--- config.mk ---
export PLATFORM = sky130hd
export DESIGN_NAME = match_tx
export DESIGN_NICKNAME = d
export VERILOG_FILES = /design/src/rtl/cmd_pkg.sv /design/src/rtl/tx_byte_pacer.sv /design/src/rtl/match_tx.sv
export SDC_FILE = /design/constraint.sdc
export NUM_CORES = 1
export LEC_CHECK = 0
export CAP_MARGIN = 20
export CORE_MARGIN = 5
export CORE_UTILIZATION = 48
export CTS_BUF_LIST = sky130_fd_sc_hd__clkbuf_4 sky130_fd_sc_hd__clkbuf_8
export DETAILED_ROUTE_END_ITERATION = 12
export PLACE_DENSITY_LB_ADDON = 0.05
export SLEW_MARGIN = 20
export SYNTH_ARGS = -nofsm -noshare
export SYNTH_HDL_FRONTEND = slang
export SYNTH_SLANG_ARGS = --single-unit
--- constraint.sdc ---
create_clock -name clk -period 2.07 [get_ports clk]
set_clock_uncertainty 0.2 [all_clocks]
set_input_delay 0.414 -clock clk [delete_from_list [all_inputs] [get_ports clk]]
set_output_delay 0.414 -clock clk [all_outputs]
set_load 0.02 [all_outputs]
--- src/rtl/cmd_pkg.sv ---
// Shared definitions for the command interface response path.
//   - Command codes recognised by the parser, echoed back as ACK values.
//   - NO_MATCH_POS: byte position reported when no match exists.
//   - tx_state_e: per-byte transmit handshake states (IDLE/SEND/HOLD/WAIT).
package cmd_pkg;

  localparam logic [7:0]  CMD_SET_HASH   = 8'h01;
  localparam logic [7:0]  CMD_SEND_TEXT  = 8'h02;
  localparam logic [7:0]  CMD_READ_MATCH = 8'h03;

  localparam logic [15:0] NO_MATCH_POS   = 16'hFFFF;

  typedef enum logic [1:0] {
    ST_IDLE = 2'd0,
    ST_SEND = 2'd1,
    ST_HOLD = 2'd2,
    ST_WAIT = 2'd3
  } tx_state_e;

endpackage

--- src/rtl/tx_byte_pacer.sv ---
// Byte pacer: issues one byte to uart_tx per go request using the
// SEND -> HOLD -> WAIT handshake.
// Ports:
//   clk, reset     system clock, synchronous active-high reset
//   go_i, byte_i   start a byte (accepted in IDLE, or in WAIT once the UART
//                  is free, so back-to-back bytes need no IDLE cycle)
//   txd_busy_i     uart_tx busy
//   txd_start_o    one-cycle start pulse (state SEND)
//   txd_data_o     byte to transmit; holds its value outside SEND
//   byte_done_o    WAIT sees txd_busy low: the current byte has completed
//   idle_o         pacer is in IDLE
module tx_byte_pacer
  import cmd_pkg::*;
(
  input  logic       clk,
  input  logic       reset,
  input  logic       go_i,
  input  logic [7:0] byte_i,
  input  logic       txd_busy_i,
  output logic       txd_start_o,
  output logic [7:0] txd_data_o,
  output logic       byte_done_o,
  output logic       idle_o
);

  tx_state_e  state_q;
  logic [7:0] data_q;

  always_ff @(posedge clk) begin
    if (reset) begin
      state_q <= ST_IDLE;
      data_q  <= 8'h00;
    end else begin
      case (state_q)
        ST_IDLE: begin
          if (go_i) begin
            state_q <= ST_SEND;
            data_q  <= byte_i;
          end
        end
        ST_SEND: state_q <= ST_HOLD;
        // Guard cycle: gives uart_tx time to raise txd_busy.
        ST_HOLD: state_q <= ST_WAIT;
        ST_WAIT: begin
          if (!txd_busy_i) begin
            if (go_i) begin
              state_q <= ST_SEND;
              data_q  <= byte_i;
            end else begin
              state_q <= ST_IDLE;
            end
          end
        end
        default: state_q <= ST_IDLE;
      endcase
    end
  end

  assign txd_start_o = (state_q == ST_SEND);
  assign txd_data_o  = data_q;
  assign byte_done_o = (state_q == ST_WAIT) && !txd_busy_i;
  assign idle_o      = (state_q == ST_IDLE);

endmodule

--- src/rtl/match_tx.sv ---
// match_tx: response serializer for the command interface.
// Sends single-byte ACKs, or the match record (2-byte big-endian byte
// position followed by STR_LEN string bytes, first character first) to the
// uart_tx byte port, pacing bytes with txd_start/txd_busy.
// Configuration macro: MATCH_TX_CKSUM_EN -- when defined, the match record
// carries a trailing XOR checksum byte over all preceding record bytes.
// Ports:
//   clk, reset            system clock, synchronous active-high reset
//   ack_req, ack_code     send one ACK byte (accepted when ready=1)
//   match_req             send the match record (accepted when ready=1)
//   match_valid, byte_pos, match_str   record fields, sampled at acceptance
//   txd_busy              uart_tx busy
//   txd_start, txd_data   byte strobe / data to uart_tx
//   ready                 idle and able to accept a request
//   done                  one-cycle pulse when the last byte has completed
module match_tx
  import cmd_pkg::*;
#(
  parameter int STR_LEN = 19
) (
  input  logic                 clk,
  input  logic                 reset,
  input  logic                 ack_req,
  input  logic [7:0]           ack_code,
  input  logic                 match_req,
  input  logic                 match_valid,
  input  logic [15:0]          byte_pos,
  input  logic [8*STR_LEN-1:0] match_str,
  input  logic                 txd_busy,
  output logic                 txd_start,
  output logic [7:0]           txd_data,
  output logic                 ready,
  output logic                 done
);

  localparam int CW = $clog2(STR_LEN + 4);
`ifdef MATCH_TX_CKSUM_EN
  localparam int REC_BYTES = STR_LEN + 3;
`else
  localparam int REC_BYTES = STR_LEN + 2;
`endif
  localparam int RW = REC_BYTES * 8;

  // Record fields after no-match substitution.
  logic [15:0]          pos_eff;
  logic [8*STR_LEN-1:0] str_eff;
  logic [RW-1:0]        rec;

  assign pos_eff = match_valid ? byte_pos  : NO_MATCH_POS;
  assign str_eff = match_valid ? match_str : '0;

`ifdef MATCH_TX_CKSUM_EN
  // XOR chain over position bytes then each string byte.
  logic [7:0] xor_chain [0:STR_LEN];
  assign xor_chain[0] = pos_eff[15:8] ^ pos_eff[7:0];
  generate
    for (genvar gi = 0; gi < STR_LEN; gi++) begin : g_cksum
      assign xor_chain[gi+1] = xor_chain[gi] ^ str_eff[gi*8 +: 8];
    end
  endgenerate
  assign rec = {pos_eff, str_eff, xor_chain[STR_LEN]};
`else
  assign rec = {pos_eff, str_eff};
`endif

  logic [RW-1:0] sr_q;     // remaining bytes, head in the MSByte
  logic [CW-1:0] count_q;  // bytes still to send after the one in flight

  logic       pacer_idle;
  logic       byte_done;
  logic       accept_ack;
  logic       accept_match;
  logic       more_bytes;
  logic       go;
  logic [7:0] head_byte;

  assign accept_ack   = pacer_idle && ack_req;
  // ACK wins a simultaneous request; the match request is simply dropped.
  assign accept_match = pacer_idle && match_req && !ack_req;
  assign more_bytes   = (count_q != '0);
  assign go           = accept_ack || accept_match || (byte_done && more_bytes);

  // On acceptance the first byte goes straight to the pacer, so the
  // shift register only ever holds what is left to send.
  always_comb begin
    head_byte = sr_q[RW-1 -: 8];
    if (accept_ack) begin
      head_byte = ack_code;
    end else if (accept_match) begin
      head_byte = rec[RW-1 -: 8];
    end
  end

  always_ff @(posedge clk) begin
    if (reset) begin
      sr_q    <= '0;
      count_q <= '0;
    end else if (accept_ack) begin
      count_q <= '0;
    end else if (accept_match) begin
      sr_q    <= rec << 8;
      count_q <= CW'(REC_BYTES - 1);
    end else if (byte_done && more_bytes) begin
      sr_q    <= sr_q << 8;
      count_q <= count_q - CW'(1);
    end
  end

  tx_byte_pacer u_pacer (
    .clk         (clk),
    .reset       (reset),
    .go_i        (go),
    .byte_i      (head_byte),
    .txd_busy_i  (txd_busy),
    .txd_start_o (txd_start),
    .txd_data_o  (txd_data),
    .byte_done_o (byte_done),
    .idle_o      (pacer_idle)
  );

  assign ready = pacer_idle;
  assign done  = byte_done && !more_bytes;

endmodule

## After elaboration in Yosys (flattened, before gate mapping)

Cells that the tools add are included.

| operators by class | value |
|---|---|
| add/sub/neg operators | 1 |
| eq/ne operators | 5 |
| muxes and demuxes | 15 |
| bitwise logic cells | 1 |
| reductions and logical operators | 20 |

Operators with widths:

| kind | number |
|---|---|
| 168-bit 2-to-1 mux | 2 |
| 152-bit 2-to-1 mux | 1 |
| 8-bit 2-to-1 mux | 4 |
| 16-bit 2-to-1 mux | 1 |
| 8-bit case mux with 2 select lines | 1 |
| 5-bit 2-to-1 mux | 2 |
| 2-bit case mux with 4 select lines | 1 |
| 1-bit logical AND | 6 |
| 2-bit AND reduction | 3 |
| 5-bit nonzero test | 1 |
| 5-bit by 1-bit subtractor with 5-bit output, second input constant | 1 |
| 2-bit equality test, second input constant | 2 |
| 2-bit 2-to-1 mux | 2 |
| 2-bit nonzero test | 2 |
| 1-bit zero test | 3 |
| 3-bit OR reduction | 1 |
| 2-bit by 1-bit equality test with 1-bit output, second input constant | 1 |
| 2-bit zero test | 1 |
| 1-bit logical OR | 2 |
| 2-bit by 1-bit != test with 1-bit output, second input constant | 1 |
| 2-bit != test, second input constant | 1 |
| 2-bit OR reduction | 1 |
| 1-bit 2-to-1 mux | 1 |
| 1-bit NOT | 1 |

| storage, ports and cells | value |
|---|---|
| flip-flop bits (word level) | 183 |
| bits of input ports | 182 |
| logic and storage cells | 47 |

## Depth between registers and ports, before layout

Gate-level depths: netlist of the first run.

| logic depth | value |
|---|---|
| word-level depth | 8 |
| mapped depth | 10 |
| mapped depth without buffers | 6 |

## Hierarchy

A second synthesis of the first run with hierarchy kept.

| second synthesis, totals | value |
|---|---|
| cells, all modules | 1010 |
| area total of the unflattened synthesis | 8343.0 um^2 |

By module, submodules not included:

| module | times used | cells an instance | area each (um^2) | seq. area each (um^2) |
|---|---|---|---|---|
| match_tx | 1 | 958 | 7828.8 | 3303.2 |
| tx_byte_pacer | 1 | 52 | 514.2 | 200.2 |

## Worst setup path after synthesis of the first run

OpenSTA, ideal clock, no wires.

| timing | value |
|---|---|
| path kind | reg2reg |
| start | reg u_pacer.state_q[0] |
| end | reg sr_q[113] |
| library setup time | 0.089 ns |
| data arrival time | 1.949 ns |
| data required time | 1.781 ns |
| slack | -0.168 ns |
| cell stages (with the launch flop) | 10 |
| path buffers | 4 |
| period minus slack after synthesis | 2.238 ns |
| path through | dfxtp_1 > inv_1 > ha_1 > buf_2 > and3b_1 > buf_4 > buf_4 > clkbuf_1 > nand3_1 > a311oi_2 |

| on the way | value |
|---|---|
| longest elaborated chain between the ends | 5 |

RTL lines:

| item | RTL line | RTL |
|---|---|---|
| from (decl) | tx_byte_pacer.sv:26 | `tx_state_e state_q;` |
| from (signal assigned) | tx_byte_pacer.sv:31 | `state_q <= ST_IDLE;` |
| from (signal assigned) | tx_byte_pacer.sv:37 | `state_q <= ST_SEND;` |
| from (signal assigned) | tx_byte_pacer.sv:41 | `ST_SEND: state_q <= ST_HOLD;` |
| 2-bit zero test (*) | tx_byte_pacer.sv:62 | `assign idle_o = (state_q == ST_IDLE);` |
| net ready | match_tx.sv:32 | `output logic ready,` |
| 1-bit logical AND (2 in a row) | match_tx.sv:79 | `assign accept_match = pacer_idle && match_req && !ack_req;` |
| 2-bit nonzero test (no source line) | n/a |  |
| 2-bit AND reduction (no source line) | n/a |  |
| to (signal assigned) | match_tx.sv:101 | `sr_q <= rec << 8;` |
| to (signal assigned) | match_tx.sv:104 | `sr_q <= sr_q << 8;` |
| to (decl) | match_tx.sv:66 | `logic [RW-1:0] sr_q;` |

Mark *: on every way through the listed nets, which the timed path passes. The rest lies on a longest branch.
A chain may end at the register's enable or synchronous reset.

## Worst setup path in the final report of the first run

| timing | value |
|---|---|
| start | reg count_q[1] |
| end | out done |

| on the way | value |
|---|---|
| longest elaborated chain between the ends | 3 |

RTL lines:

| item | RTL line | RTL |
|---|---|---|
| from (decl) | match_tx.sv:67 | `logic [CW-1:0] count_q;` |
| from (signal assigned) | match_tx.sv:102 | `count_q <= CW'(REC_BYTES - 1);` |
| from (signal assigned) | match_tx.sv:105 | `count_q <= count_q - CW'(1);` |
| 5-bit nonzero test | match_tx.sv:80 | `assign more_bytes = (count_q != '0);` |
| 1-bit zero test | match_tx.sv:122 | `assign done = byte_done && !more_bytes;` |
| 1-bit logical AND | match_tx.sv:122 |  |
| to (decl) | match_tx.sv:33 | `output logic done` |

No other way between the ends.

==> summary by stage, run 1 <==
CTS
The quantity of hold-fixing buffers added after cts is 0. In this run the clock root is driven by a clkbuf_8. The clock tree from TritonCTS is built. The later pin in the worst-skew pair is clocked with a latency of 0.47 ns. The maximum clock insertion buffer count is 2. The clock tree synthesis step divided the H-tree into 4 levels. The number of CTS-inserted buffers is 17. The clock-pin slew reported for the worst setup and hold paths after clock tree synthesis is 0.09 ns.

CTS saw 175 sinks.

Final layout
The total number of nets in the final design is 1427. After filler insertion, the fill cell instance count of the layout stands at 1313. The area of combinational cells with multiple inputs is 5617 µm².

The area growth from synthesis to layout is 54.76%. The most common cell after layout, fill and taps aside is clkdlybuf4s50_1. The final design area excluding fillers is 13890 µm².

The final antenna diode count is 0. The library cells used most frequently in the layout, excluding fill and tap cells, are 179 x clkdlybuf4s50_1, 171 x dfxtp_1, 163 x nand2_1, 146 x nand3_1, 143 x a311oi_2. The fraction of layout instances using a drive strength above 1 is 36.10%. In the final layout, flip-flops and latches occupy 3508 µm².

STA
Setup repair after global routing could not meet its margin everywhere. For the pin with the worst max-slew slack, the measured transition is 0.5699 ns. The number of max-slew violations in the final report was 0. The final critical path time including I/O delays and setup is 2.533 ns.

The count of endpoints failing hold in the final timing report is 0. The maximum clock rate is 0.3948 GHz. The setup violation total in the final timing report is 153. Measured against its own limit, the worst slew margin works out to 62.00%. The final critical-path setup slack is -0.4632 ns.

The final clock period utilization by the worst path is 122.4%.

Run
The max-cap violation count is 0.

Drt
The pre-antenna-repair detailed-routing pass consisted of 5 iterations. The number of vias in the routed layout is 8395. After detailed routing, the number of remaining DRC violations is 0. The detail route stage leaves a number of antenna-violating nets equal to 0. The detailed router finished its first iteration with 424 violations. Dividing the detail-routed via count by the number of cells gives 5.649.

After detailed routing, the average wire length per cell comes to 18.71 µm. After detailed routing, the total wire length is 27800 µm.

Die
The width of the chip is 146.7 µm. The number of placement rows is 50. The initial utilization of the core area, before any placement, comes to 48.29%.

The area of the core region is 18580 µm². The floorplan die area is 21530 µm². During I/O placement, the number of pins put on the boundary was 193. The die is 146.7 µm tall.

Placement
The post-placement setup slack is -0.4809 ns. After legalization and detailed placement, the total HPWL measured 17030 µm. The congestion estimate from routability-driven global placement came to 0.8196. The number of port buffers is 192.

The placed standard-cell area is 11570 µm².

Setup path
The worst register-to-register path begins at count_q[1]$_SDFFE_PP0P_. The launch point of the worst path is count_q[1]$_SDFFE_PP0P_. At the worst endpoint, the required time is 1.46 ns. STA classifies the critical path endpoint as a primary output. The end of the worst register-to-register path is sr_q[93]$_SDFFE_PP0P_. The worst setup slack for register-to-register paths is -0.43 ns.

The worst setup path is of the register to primary output kind. Along the worst path, the maximum fanout reaches 2. The sort of element at the start of the critical path is a register. The endpoint arrival time on the critical path is 1.92 ns.

The number of cells on the worst reg-to-reg path is 11.

Synthesis
The cell count after synthesis came out at 1011. The number of nets handed over by synthesis was 1198. The distinct cell type count of the synthesized netlist is 38. Counting flops with an async set or reset pin after synthesis yields a share of 0%.

After synthesis the netlist holds a flip-flop and latch count of 175. During synthesis, Yosys emitted a total of 0 warnings. The prevailing post-synth register cell is dfxtp_1. The register area share after synthesis is 39.05%. The post-synthesis average cell area is 8.875 µm². The synthesized design contains 0 enable-type register cells. The synthesized netlist occupies a cell area of 8972 µm².

Global routing
The wire length of the first global-routing pass is 44640 µm. The total overflow left after global routing is 0. The number of global-route vias before repair is 8542. Global routing consumed, over all layers together, 25.25% of the routing resources. The initial antenna violation count came to 1. The maximum number of pins on one net before global-route repair is 56.

Status
The run finished, with violations left. The checks that failed: setup timing.

Min path
The kind of path behind the tightest hold check is input pin to register. For hold timing, the worst endpoint is sr_q[155]$_SDFFE_PP0P_. The number of cells on the worst hold path is 3.

The worst hold path begins at match_valid.

Power and ir drop
The switching power total is 6.047 mW. IR analysis of the VDD net gives a maximum drop of 569.3 µV. Combinational logic is responsible for 52.0% of the overall power.

The analysis attributes to cell leakage a power of 4.569 nW. The switching share of power is 37.60%. Cell internal power was estimated by the tool at 10.04 mW. The power per unit of standard cell area is 1158 nW/µm².

Power comes to 16.08 mW. The fraction of power consumed by the clock network is 16.5%. Sequential cells burn 31.6% of the power.
==> final cells by class <==
| class | instances | area share (%) |
|---|---|---|
| clock buffers | 18 | 1.739 |
| clock inverters | 13 | 1.343 |
| inverters | 5 | 0.1352 |
| multi-input cells | 720 | 40.45 |
| flip-flops and latches | 175 | 25.27 |
| well taps | 234 | 2.108 |
| repair buffers | 321 | 28.96 |
==> timing repair <==
item                                    4_1_cts  5_1_grt
gates resized for setup                     262       77
gates cloned                                 28        1
pin swaps                                    15       18
endpoints found under the setup margin      161      181
setup buffers                                19       11
==> critical path, cell delays in order, from the launching register on <==
cell and delay (ns):
dfxtp_2 0.34, inv_2 0.06, ha_4 0.12, or3b_4 0.37
or3_4 0.36, nor2_4 0.09, buf_6 0.12
==> how the worst max path moves through the flow <==
stage / end / slack (ns) / depth (start not counted)
floorplan: sr_q[45]$_SDFFE_PP0P_ / -0.004 / 10
global placement: done / -0.48 / 4
detailed placement: done / -0.48 / 4
CTS: done / -0.48 / 6
global route: done / -0.54 / 6
finish: done / -0.46 / 6
==> metrics by stage <==
stage	util (%)	hold slack [ns]	setup TNS (ns)	instances
floorplan	-	0.2324	-0.2840	1011
global placement	62.29	0.2466	-56.03	1408
detailed placement	62.29	0.2530	-58.09	1408
CTS	73.72	0.2199	-54.33	1486
global route	74.73	0.2470	-54.59	1486
finish	74.73	0.2356	-45.26	1486
==> cell families (layout without fill, tap and decap cells) <==
kind of cell | count (synthesis) | after routing | synth area share [%]
mux | 1 | 1 | 0.1116
simple gates | 506 | 506 | 24.35
xor+xnor | 3 | 3 | 0.2929
buf+inv | 116 | 357 | 6.763
flops | 175 | 175 | 39.05
compound gates | 205 | 205 | 28.74
fa+ha+maj | 5 | 5 | 0.6973
==> synthesized netlist by cell type, types with 2 or more instances <==
| cell type | n | area (µm²) |
|---|---|---|
| buf_6 | 18 | 202.7 |
| ha_1 | 5 | 62.56 |
| nand2_1 | 163 | 611.8 |
| a21oi_1 | 11 | 55.05 |
| nand3_1 | 146 | 730.7 |
| a211oi_1 | 8 | 60.06 |
| nand3b_1 | 9 | 67.56 |
| o211ai_1 | 8 | 60.06 |
| o21ai_0 | 10 | 50.05 |
| buf_2 | 14 | 70.07 |
| clkbuf_1 | 73 | 274.0 |
| nand2b_1 | 4 | 25.02 |
| nor2_1 | 164 | 615.6 |
| dfxtp_1 | 175 | 3503 |
| nor3_1 | 4 | 20.02 |
| inv_1 | 5 | 18.77 |
| nor2b_1 | 8 | 50.05 |
| a22oi_1 | 16 | 120.1 |
| and2_1 | 3 | 18.77 |
| xor2_1 | 2 | 17.52 |
| a311oi_2 | 144 | 2162 |
| buf_4 | 5 | 37.54 |
==> per-layer routing <==
metal | track usage (%) | vias up | part of all wire [%]
met4 | 6.444 | 2 | 1.4
met5 | 0 | - | 0.047
li1 | - | 4138 | -
met3 | 4.195 | 31 | 4.0
met1 | 33.44 | 4028 | 44
met2 | 43.01 | 196 | 51
==> state kept, by name, summed over array words and instances (netlist names) <==
name and flops:
count_q 5, u_pacer.state_q 2, u_pacer.txd_data_o 8, sr_q 160
==> power groups by stage <==
stage	clock network (mW)	logic [mW]	registers, mW
2_1_floorplan	0	4.01	4.82
3_3_place_gp	0	5.66	4.85
3_5_place_dp	0	5.77	4.86
4_1_cts	2.66	8.09	4.98
5_1_grt	2.80	8.96	5.17
6_report	2.65	8.36	5.08
No activity file was read; power rests on OpenSTA's default activity.
==> run 2, diff against run 1 <==
- GPL_ROUTABILITY_DRIVEN: unset -> 0
==> results of run 2 <==
No change in the layout: final DEF, timing and power equal those of run 1.
